### config.mk
export PLATFORM = sky130hd
export DESIGN_NAME = mc_ctrl_flat
export DESIGN_NICKNAME = d
export VERILOG_FILES = /design/src/rtl/mc_ctrl_pkg.sv /design/src/rtl/mc_ctrl_if.sv /design/src/rtl/mc_ctrl_alu_dec.sv /design/src/rtl/mc_ctrl.sv /design/src/flat_wrapper.sv
export SDC_FILE = /design/constraint.sdc
export NUM_CORES = 1
export LEC_CHECK = 0
export BUFFER_PORTS_ARGS = -buffer_cell sky130_fd_sc_hd__buf_4
export CAP_MARGIN = 20
export CORE_ASPECT_RATIO = 1.4
export CORE_MARGIN = 2
export CORE_UTILIZATION = 25
export CTS_BUF_LIST = sky130_fd_sc_hd__clkbuf_4
export CTS_CLUSTER_DIAMETER = 120
export DETAILED_ROUTE_END_ITERATION = 7
export GPL_ROUTABILITY_DRIVEN = 0
export MAX_ROUTING_LAYER = met4
export SLEW_MARGIN = 20
export SYNTH_ARGS = -nofsm -noshare
export SYNTH_HDL_FRONTEND = slang
export SYNTH_SLANG_ARGS = --single-unit
### constraint.sdc
create_clock -name clk -period 2.26 [get_ports clk]
set_clock_uncertainty 0.05 [all_clocks]
set_input_delay 0.452 -clock clk [delete_from_list [all_inputs] [get_ports clk]]
set_output_delay 0.452 -clock clk [all_outputs]
set_load 0.1 [all_outputs]
### src/rtl/mc_ctrl_pkg.sv
// Shared encodings for the multi-cycle MIPS controller: states, opcodes, functs and ALU codes.
package mc_ctrl_pkg;

  localparam logic [3:0] S_IF  = 4'd0;
  localparam logic [3:0] S_ID  = 4'd1;
  localparam logic [3:0] S_MA  = 4'd2;
  localparam logic [3:0] S_MRD = 4'd3;
  localparam logic [3:0] S_MWB = 4'd4;
  localparam logic [3:0] S_MWR = 4'd5;
  localparam logic [3:0] S_EXE = 4'd6;
  localparam logic [3:0] S_RWB = 4'd7;
  localparam logic [3:0] S_BR  = 4'd8;
  localparam logic [3:0] S_JMP = 4'd9;
  localparam logic [3:0] S_IEX = 4'd10;
  localparam logic [3:0] S_IWB = 4'd11;

  localparam logic [5:0] OP_RTYPE = 6'b000000;
  localparam logic [5:0] OP_LW    = 6'b100011;
  localparam logic [5:0] OP_SW    = 6'b101011;
  localparam logic [5:0] OP_BEQ   = 6'b000100;
  localparam logic [5:0] OP_J     = 6'b000010;
  localparam logic [5:0] OP_ADDI  = 6'b001000;
  localparam logic [5:0] OP_ANDI  = 6'b001100;
  localparam logic [5:0] OP_ORI   = 6'b001101;

  localparam logic [5:0] F_ADD = 6'b100000;
  localparam logic [5:0] F_SUB = 6'b100010;
  localparam logic [5:0] F_AND = 6'b100100;
  localparam logic [5:0] F_OR  = 6'b100101;
  localparam logic [5:0] F_XOR = 6'b100110;
  localparam logic [5:0] F_NOR = 6'b100111;
  localparam logic [5:0] F_SLT = 6'b101010;
  localparam logic [5:0] F_SRL = 6'b000010;

  localparam logic [2:0] ALU_AND = 3'b000;
  localparam logic [2:0] ALU_OR  = 3'b001;
  localparam logic [2:0] ALU_ADD = 3'b010;
  localparam logic [2:0] ALU_XOR = 3'b011;
  localparam logic [2:0] ALU_NOR = 3'b100;
  localparam logic [2:0] ALU_SRL = 3'b101;
  localparam logic [2:0] ALU_SUB = 3'b110;
  localparam logic [2:0] ALU_SLT = 3'b111;

  typedef struct packed {
    logic       pc_write;
    logic       pc_write_cond;
    logic [1:0] pc_source;
    logic       iord;
    logic       mem_read;
    logic       mem_write;
    logic       ir_write;
    logic       reg_dst;
    logic       mem_to_reg;
    logic       reg_write;
    logic [1:0] alu_src_a;
    logic [1:0] alu_src_b;
    logic       ext_zero;
    logic [2:0] alu_op;
    logic       illegal;
  } ctrl_t;

  // Immediate-class ops: andi/ori zero-extend, addi sign-extends.
  function automatic logic [2:0] imm_alu_op(input logic [5:0] op);
    case (op)
      OP_ANDI: return ALU_AND;
      OP_ORI:  return ALU_OR;
      default: return ALU_ADD;
    endcase
  endfunction

endpackage

### src/rtl/mc_ctrl_if.sv
// Instruction fields, status inputs and control outputs between controller and datapath.
interface mc_ctrl_if;
  logic [5:0] opcode;
  logic [5:0] funct;
  logic       zero;
  logic       mem_ready;
  logic       pc_en;
  logic [1:0] pc_source;
  logic       iord;
  logic       mem_read;
  logic       mem_write;
  logic       ir_write;
  logic       reg_dst;
  logic       mem_to_reg;
  logic       reg_write;
  logic [1:0] alu_src_a;
  logic [1:0] alu_src_b;
  logic       ext_zero;
  logic [2:0] alu_op;
  logic       illegal;
  logic [3:0] state;

  modport master (
    input  opcode, funct, zero, mem_ready,
    output pc_en, pc_source, iord, mem_read, mem_write, ir_write, reg_dst,
           mem_to_reg, reg_write, alu_src_a, alu_src_b, ext_zero, alu_op,
           illegal, state
  );

  modport slave (
    output opcode, funct, zero, mem_ready,
    input  pc_en, pc_source, iord, mem_read, mem_write, ir_write, reg_dst,
           mem_to_reg, reg_write, alu_src_a, alu_src_b, ext_zero, alu_op,
           illegal, state
  );
endinterface

### src/rtl/mc_ctrl_alu_dec.sv
// R-type funct decode into ALU op code, validity and the srl operand-routing flag.
module alu_dec
  import mc_ctrl_pkg::*;
(
  input  logic [5:0] funct,
  output logic [2:0] alu_op,
  output logic       valid,
  output logic       is_srl
);

  always_comb begin
    alu_op = ALU_ADD;
    valid  = 1'b1;
    is_srl = 1'b0;
    case (funct)
      F_ADD: alu_op = ALU_ADD;
      F_SUB: alu_op = ALU_SUB;
      F_AND: alu_op = ALU_AND;
      F_OR:  alu_op = ALU_OR;
      F_XOR: alu_op = ALU_XOR;
      F_NOR: alu_op = ALU_NOR;
      F_SLT: alu_op = ALU_SLT;
      F_SRL: begin
        alu_op = ALU_SRL;
        is_srl = 1'b1;
      end
      default: valid = 1'b0;
    endcase
  end

endmodule

### src/rtl/mc_ctrl.sv
// Multi-cycle MIPS control FSM: state register, next-state logic and Moore output decode.
module mc_ctrl
  import mc_ctrl_pkg::*;
(
  input  logic        clk,
  input  logic        rst_n,
  mc_ctrl_if.master   bus
);

  logic [3:0] state_q;
  logic [3:0] state_d;
  logic [2:0] r_alu_op;
  logic       r_valid;
  logic       r_is_srl;
  logic       op_legal;
  ctrl_t      c;

  alu_dec u_alu_dec (
    .funct  (bus.funct),
    .alu_op (r_alu_op),
    .valid  (r_valid),
    .is_srl (r_is_srl)
  );

  always_comb begin
    case (bus.opcode)
      OP_RTYPE, OP_LW, OP_SW, OP_BEQ, OP_J,
      OP_ADDI, OP_ANDI, OP_ORI: op_legal = 1'b1;
      default:                  op_legal = 1'b0;
    endcase
  end

  always_ff @(posedge clk or negedge rst_n) begin
    if (!rst_n) state_q <= S_IF;
    else        state_q <= state_d;
  end

  always_comb begin
    state_d = S_IF;
    case (state_q)
      S_IF:  state_d = bus.mem_ready ? S_ID : S_IF;
      S_ID: begin
        case (bus.opcode)
          OP_RTYPE:                  state_d = S_EXE;
          OP_LW, OP_SW:              state_d = S_MA;
          OP_BEQ:                    state_d = S_BR;
          OP_J:                      state_d = S_JMP;
          OP_ADDI, OP_ANDI, OP_ORI:  state_d = S_IEX;
          default:                   state_d = S_IF;
        endcase
      end
      S_MA: begin
        if (bus.opcode == OP_LW)      state_d = S_MRD;
        else if (bus.opcode == OP_SW) state_d = S_MWR;
        else                          state_d = S_IF;
      end
      S_MRD: state_d = bus.mem_ready ? S_MWB : S_MRD;
      S_MWR: state_d = bus.mem_ready ? S_IF : S_MWR;
      S_EXE: state_d = r_valid ? S_RWB : S_IF;
      S_IEX: state_d = S_IWB;
      default: state_d = S_IF;
    endcase
  end

  always_comb begin
    c = '0;
    case (state_q)
      S_IF: begin
        c.mem_read  = 1'b1;
        c.alu_src_b = 2'b01;
        c.alu_op    = ALU_ADD;
        c.ir_write  = bus.mem_ready;
        c.pc_write  = bus.mem_ready;
      end
      S_ID: begin
        c.alu_src_b = 2'b11;
        c.alu_op    = ALU_ADD;
        c.illegal   = ~op_legal;
      end
      S_MA: begin
        c.alu_src_a = 2'b01;
        c.alu_src_b = 2'b10;
        c.alu_op    = ALU_ADD;
      end
      S_MRD: begin
        c.mem_read = 1'b1;
        c.iord     = 1'b1;
      end
      S_MWB: begin
        c.reg_write  = 1'b1;
        c.mem_to_reg = 1'b1;
      end
      S_MWR: begin
        c.mem_write = 1'b1;
        c.iord      = 1'b1;
      end
      S_EXE: begin
        // srl shifts rt by shamt, which the datapath presents through the immediate path
        c.alu_op    = r_alu_op;
        c.alu_src_a = r_is_srl ? 2'b10 : 2'b01;
        c.alu_src_b = r_is_srl ? 2'b10 : 2'b00;
        c.illegal   = ~r_valid;
      end
      S_RWB: begin
        c.reg_write = 1'b1;
        c.reg_dst   = 1'b1;
      end
      S_BR: begin
        c.alu_src_a     = 2'b01;
        c.alu_op        = ALU_SUB;
        c.pc_write_cond = 1'b1;
        c.pc_source     = 2'b01;
      end
      S_JMP: begin
        c.pc_write  = 1'b1;
        c.pc_source = 2'b10;
      end
      S_IEX: begin
        c.alu_src_a = 2'b01;
        c.alu_src_b = 2'b10;
        c.alu_op    = imm_alu_op(bus.opcode);
        c.ext_zero  = (bus.opcode != OP_ADDI);
      end
      S_IWB: begin
        c.reg_write = 1'b1;
        c.alu_op    = imm_alu_op(bus.opcode);
        c.ext_zero  = (bus.opcode != OP_ADDI);
      end
      default: ;
    endcase
  end

  // Write enables are held off for as long as reset is asserted, independent of the clock.
  assign bus.pc_en      = rst_n & (c.pc_write | (c.pc_write_cond & bus.zero));
  assign bus.ir_write   = rst_n & c.ir_write;
  assign bus.reg_write  = rst_n & c.reg_write;
  assign bus.mem_write  = rst_n & c.mem_write;
  assign bus.pc_source  = c.pc_source;
  assign bus.iord       = c.iord;
  assign bus.mem_read   = c.mem_read;
  assign bus.reg_dst    = c.reg_dst;
  assign bus.mem_to_reg = c.mem_to_reg;
  assign bus.alu_src_a  = c.alu_src_a;
  assign bus.alu_src_b  = c.alu_src_b;
  assign bus.ext_zero   = c.ext_zero;
  assign bus.alu_op     = c.alu_op;
  assign bus.illegal    = c.illegal;
  assign bus.state      = state_q;

endmodule

### src/flat_wrapper.sv
// flat-port wrapper written by rule: the top's interface ports become plain ports
module mc_ctrl_flat import mc_ctrl_pkg::*;
  (clk, rst_n, bus_opcode, bus_funct, bus_zero, bus_mem_ready, bus_pc_en, bus_pc_source, bus_iord, bus_mem_read, bus_mem_write, bus_ir_write, bus_reg_dst, bus_mem_to_reg, bus_reg_write, bus_alu_src_a, bus_alu_src_b, bus_ext_zero, bus_alu_op, bus_illegal, bus_state);
  mc_ctrl_if bus_i ();
  input  logic clk;
  input  logic rst_n;
  input wire logic [$bits(bus_i.opcode)-1:0] bus_opcode;
  input wire logic [$bits(bus_i.funct)-1:0] bus_funct;
  input wire logic [$bits(bus_i.zero)-1:0] bus_zero;
  input wire logic [$bits(bus_i.mem_ready)-1:0] bus_mem_ready;
  output wire logic [$bits(bus_i.pc_en)-1:0] bus_pc_en;
  output wire logic [$bits(bus_i.pc_source)-1:0] bus_pc_source;
  output wire logic [$bits(bus_i.iord)-1:0] bus_iord;
  output wire logic [$bits(bus_i.mem_read)-1:0] bus_mem_read;
  output wire logic [$bits(bus_i.mem_write)-1:0] bus_mem_write;
  output wire logic [$bits(bus_i.ir_write)-1:0] bus_ir_write;
  output wire logic [$bits(bus_i.reg_dst)-1:0] bus_reg_dst;
  output wire logic [$bits(bus_i.mem_to_reg)-1:0] bus_mem_to_reg;
  output wire logic [$bits(bus_i.reg_write)-1:0] bus_reg_write;
  output wire logic [$bits(bus_i.alu_src_a)-1:0] bus_alu_src_a;
  output wire logic [$bits(bus_i.alu_src_b)-1:0] bus_alu_src_b;
  output wire logic [$bits(bus_i.ext_zero)-1:0] bus_ext_zero;
  output wire logic [$bits(bus_i.alu_op)-1:0] bus_alu_op;
  output wire logic [$bits(bus_i.illegal)-1:0] bus_illegal;
  output wire logic [$bits(bus_i.state)-1:0] bus_state;
  assign bus_i.opcode = bus_opcode;
  assign bus_i.funct = bus_funct;
  assign bus_i.zero = bus_zero;
  assign bus_i.mem_ready = bus_mem_ready;
  assign bus_pc_en = bus_i.pc_en;
  assign bus_pc_source = bus_i.pc_source;
  assign bus_iord = bus_i.iord;
  assign bus_mem_read = bus_i.mem_read;
  assign bus_mem_write = bus_i.mem_write;
  assign bus_ir_write = bus_i.ir_write;
  assign bus_reg_dst = bus_i.reg_dst;
  assign bus_mem_to_reg = bus_i.mem_to_reg;
  assign bus_reg_write = bus_i.reg_write;
  assign bus_alu_src_a = bus_i.alu_src_a;
  assign bus_alu_src_b = bus_i.alu_src_b;
  assign bus_ext_zero = bus_i.ext_zero;
  assign bus_alu_op = bus_i.alu_op;
  assign bus_illegal = bus_i.illegal;
  assign bus_state = bus_i.state;
  mc_ctrl u_core (.clk(clk), .rst_n(rst_n), .bus(bus_i));
endmodule
== Yosys cells after proc, flatten, opt, wreduce, memory -nomap -nowiden ==
Cells that the tools add are included.

* Register bits: 4
* Word-level logic and storage cells: 79
* Output and inout bits: 23

* Multiplexer cells: 30
* Reductions and logical operators: 13
* Bitwise operators: 8
* Equal/unequal tests: 27

{| class="wikitable"
|+ Operator list
! kind !! number
|-
| == test 6 bit (second input constant) || 9
|-
| case mux 4 bit (7 select lines) || 1
|-
| case mux 3 bit (7 select lines) || 1
|-
| case mux 4 bit (5 select lines) || 1
|-
| == test 6 x 4 -> 1 bit (second input constant) || 3
|-
| == test 4 x 3 -> 1 bit (second input constant) || 4
|-
| == test 4 bit (second input constant) || 4
|-
| OR reduction 8 bit || 2
|-
| 2-to-1 mux 1 bit || 13
|-
| == test 6 x 2 -> 1 bit (second input constant) || 2
|-
| 2-to-1 mux 3 bit || 4
|-
| case mux 2 bit (2 select lines) || 3
|-
| case mux 3 bit (4 select lines) || 1
|-
| OR reduction 3 bit || 4
|-
| OR reduction 2 bit || 5
|-
| == test 4 x 2 -> 1 bit (second input constant) || 2
|-
| case mux 2 bit (4 select lines) || 1
|-
| == test 6 x 3 -> 1 bit (second input constant) || 1
|-
| zero test 6 bit || 1
|-
| inequality test 6 x 4 -> 1 bit (second input constant) || 1
|-
| AND 1 bit || 5
|-
| == test 4 x 1 -> 1 bit (second input constant) || 1
|-
| zero test 4 bit || 1
|-
| 2-to-1 mux 2 bit || 2
|-
| other kinds (4) || 6
|}

== Depth between registers and ports, before layout ==
* Word-level depth: 5
* Mapped depth: 5
* Depth with buffers taken out: 4

== Modules after synthesis ==
A second synthesis with hierarchy kept.

* Cells, all modules: 118
* Area, all modules: 774.5 um^2

{| class="wikitable"
|+ Modules (own cells, without submodules)
! module !! area each (um^2) !! cells an instance !! times used
|-
| mc_ctrl || 605.6 || 94 || 1
|-
| alu_dec || 168.9 || 24 || 1
|}

== Worst setup path after synthesis ==
Ideal clock, no wire load.

* Path type: register to output
* Start point: register u_core.state_q[2], in the netlist u_core.bus.state[2]
* End point: output bus_pc_en
* Path buffers: 1
* Setup slack: -3.275 ns
* Stages on the path, launching flop included: 6
* Data arrival time: 5.033 ns
* Cell sequence: dfrtp_1 -> buf_2 -> nand2b_1 -> nor3_1 -> a211oi_1 -> nor2_1

* Longest elaborated chain between the ends: 5
* Elaborated cells on any way between the ends: 8
* Those cells by class: eq/ne: 2; mux: 2; bitwise: 3; reduce/logical: 1

{| class="wikitable"
|+ Ends and longest elaborated chain
! element !! RTL line !! RTL
|-
| start, declared || mc_ctrl.sv:10 || <nowiki>logic [3:0] state_q;</nowiki>
|-
| start signal, assigned || mc_ctrl.sv:35 || <nowiki>else state_q <= state_d;</nowiki>
|-
| == test 4 bit || mc_ctrl.sv:67 || <nowiki>case (state_q)</nowiki>
|-
| 2-to-1 mux 1 bit || mc_ctrl.sv:67 ||
|-
| AND 1 bit || mc_ctrl.sv:134 || <nowiki>assign bus.pc_en = rst_n & (c.pc_write | (c.pc_write_cond & bus.zero));</nowiki>
|-
| bitwise OR 1 bit (*) || mc_ctrl.sv:134 ||
|-
| AND 1 bit (*) || mc_ctrl.sv:134 ||
|-
| end, declared || flat_wrapper.sv:11 || <nowiki>output wire logic [$bits(bus_i.pc_en)-1:0] bus_pc_en;</nowiki>
|}

Mark *: on every way between the ends. The rest lies on a longest branch, timed or not.

== Worst setup path in the final report ==
* Start point: register u_core.state_q[3], in the netlist u_core.bus.state[3]
* End point: output bus_illegal

* Longest elaborated chain between the ends: 2
* Elaborated cells on any way between the ends: 3
* Those cells by class: eq/ne: 2; mux: 1

{| class="wikitable"
|+ Ends and longest elaborated chain
! element !! RTL line !! RTL
|-
| == test 4 x 3 -> 1 bit / == test 4 x 1 -> 1 bit (equally long branches) || mc_ctrl.sv:67 ||
|-
| case mux 1 bit (2 select lines) (*) || mc_ctrl.sv:67 ||
|-
| end, declared || flat_wrapper.sv:24 || <nowiki>output wire logic [$bits(bus_i.illegal)-1:0] bus_illegal;</nowiki>
|}

Marked as above.

==> run metrics <==
Rows=23; Wirelength per Cell=14.1 um; Final Hold Fails=0; flops & latches, synth=4; Post-synth ARST share=100%; ANT nets after route=0; setup violators final=2; vias in the first global route=982; FF-to-FF End=u_core.bus.state[2]$_DFF_PN0_; peak per-stage delay on the critical path=560 ps; largest delay contributor family on the critical path=simple AND/OR/NAND/NOR gates; Area after DPL=1280 um2; CTS root buffer=clkbuf_4; fmax=435 MHz; post-synth cell types=38; Reg clk slew, reported paths=40 ps; Worst setup EP type=output pin; final setup margin=-40.3 ps; Num CTS Buffers=3; Final Max Tran Viols=0; Layout area overhead=98.6%; clock latency on the worst-skew pair=230 ps; RSZ-0062 raised after global routing=true; failing checks=setup timing; max FFs per register=4; syn_area_per_cell=6.51 um2; Seq/Total Area, Yosys=13.6%; 1st-iter DRT viols=16; Min-Delay Endpoint=u_core.bus.state[1]$_DFF_PN0_; Worst EP arrival=1800 ps; hold-critical path depth=2; Worst R2R Start=u_core.bus.state[1]$_DFF_PN0_; IO Port Bufs=38; first-pass GRT wire length=4410 um; Syn Inst Count=113; R2R Setup Slk=410 ps; actual slew at the worst max-slew pin=546 ps; Reg area=115 um2; Critical Path RT=1760 ps; number of synthesized flops with an enable pin=0; GRT Residual Overflow=0; Syn Std Cell Area=736 um2; DIE WIDTH=49.8 um; GRT Total Usage=16.6%; CP max stage cell=or4b_4; area used by multi-input combinational logic=802 um2; CTS tree=yes; leading area contributor after synthesis=dfrtp_1; top-area cell type share of the netlist area=13.6%; outcome=complete, but fails checks; Die Span Y=68.2 um; r2r worst-path depth=6; Fin Hold WS=455 ps; Top Ports=39; crit-path max FO=2; Fillers=287; Final period util=102%; max-cap viol count=0; H-tree levels=1; Core Footprint=2850 um2; Tmin final=2300 ps; Synthesis Warnings=0; DRT Pass-1 Iters=4; area of the die=3400 um2; CP Launch Type=register; Buf/Inv on CP=1; # clock sinks=4; antenna cells=0; critical path class=register to output pin; Final Instance Area=1460 um2; ranking of synthesized cells by area=dfrtp_1 14%, nor2_1 7.7%, nor3_1 6.1%; Lkg Pwr=0.000561 uW; Residual DRC=0; min-delay worst type=primary input to register; Synth Flop Type=dfrtp_1; Overall Power=551 uW; Initial Util=25.8%; Worst slew margin=63.3%; Synth Net Count=129; Detailed Place HPWL=2190 um; worst vdd ir=0.235 mV; largest net degree at the start of global routing=19; WL final=2710 um; crit path cell chain=or4b_4 -> a31oi_4 -> a32o_4 -> buf_12; clk buf depth=2; vias per cell=5.30; fraction of layout cells with a size suffix above 1=56.4%; total number of vias=1022; initial antenna violation count=0; ratio of total power to cell area=377 nW/um2; worst min-delay path startpoint=bus_opcode[4]; Nets=174
==> how the worst max path moves through the flow <==
| stage | start | endpoint | slack [ps] | cells past startpoint |
|---|---|---|---|---|
| finish | u_core.bus.state[3]$_DFF_PN0_ | bus_illegal | -40 | 4 |
| CTS | u_core.bus.state[3]$_DFF_PN0_ | bus_illegal | -50 | 4 |
| detailed placement | bus_funct[0] | bus_alu_op[0] | 70 | 6 |
| global route | u_core.bus.state[3]$_DFF_PN0_ | bus_illegal | -80 | 4 |
| global placement | u_core.bus.state[3]$_DFF_PN0_ | bus_illegal | 90 | 4 |
| floorplan | u_core.bus.state[2]$_DFF_PN0_ | bus_pc_en | -830 | 5 |
==> placed cells by master (no fill, tap or decap), types with 3 or more instances in the layout <==
master,count
buf_4,35
dfrtp_4,4
a21oi_1,7
nor3_4,6
nor3b_1,3
nor2_4,4
buf_8,4
buf_6,6
buf_12,3
nand2_1,7
clkbuf_4,3
o21ai_0,6
nand2b_1,4
nand2b_4,3
nor2_1,10
inv_1,4
==> final cells by class <==
class	instances	area share, %
inverters	4	1.03
repair buffers	49	31.5
flip-flops and latches	4	7.88
clock buffers	3	1.54
well taps	37	3.17
multi-input cells	96	54.9
==> stage by stage <==
stage / util [%] / setup slack, ps / TNS (ps) / cells
6_report: 51.3 / -40.3 / -47.1 / 193
3_5_place_dp: 44.9 / 71.3 / 0 / 187
4_1_cts: 48.8 / -54.7 / -105 / 191
5_1_grt: 51.3 / -84.7 / -203 / 193
2_1_floorplan: - / -832 / -3150 / 113
3_3_place_gp: 44.9 / 89.1 / 0 / 187
==> layer usage <==
layer  global-route usage, %  wire length (um)
met3                    1.97               114
met5                       -                 0
met4                    5.21                41
met2                    30.2              1410
met1                    18.9              1150
==> Yosys cell counts, drive strengths merged, types with 2 or more instances <==
cell type / instances
a31o: 2
nand2b: 7
nor3: 9
o22ai: 3
o21a: 2
nor2b: 3
clkbuf: 5
o311ai: 2
nor2: 15
inv: 4
nand3: 2
dfrtp: 4
nor4: 3
buf: 4
o21ai: 6
a31oi: 4
nand4: 2
and3: 2
o31ai: 2
nor4b: 2
a21oi: 7
nand2: 9
nor3b: 3
==> worst reg2reg max path: stages (launching register included) <==
cell and delay [ps]:
dfrtp_4 390, buf_4 260, nand2b_1 160, buf_4 190, nor4_1 340, a31oi_1 180
o311ai_1 150
==> kinds of logic after synthesis <==
logic type	count (synthesis)	synth area share [%]
buf+inv	13	8.16
flops	4	13.6
simple gates	60	44.9
compound gates	34	31.0
xor+xnor	2	2.38
==> what timing repair did <==
action                                 4_1_cts  5_1_grt
setup buffers                                0        2
hold buffers                                 1        0
gates resized for setup                     17       13
setup endpoints to repair                    8       11
endpoints found under the hold margin        4        0
pin swaps                                    2        4
==> power breakdown <==
group | leakage [uW] | switching [uW] | internal [uW]
clock | 0.0000138 | 27.3 | 59.3
combinational | 0.000500 | 255 | 125
sequential | 0.0000470 | 6.34 | 78.1
total | 0.000561 | 289 | 262
Note: power is estimated with default switching activity, not from simulation.
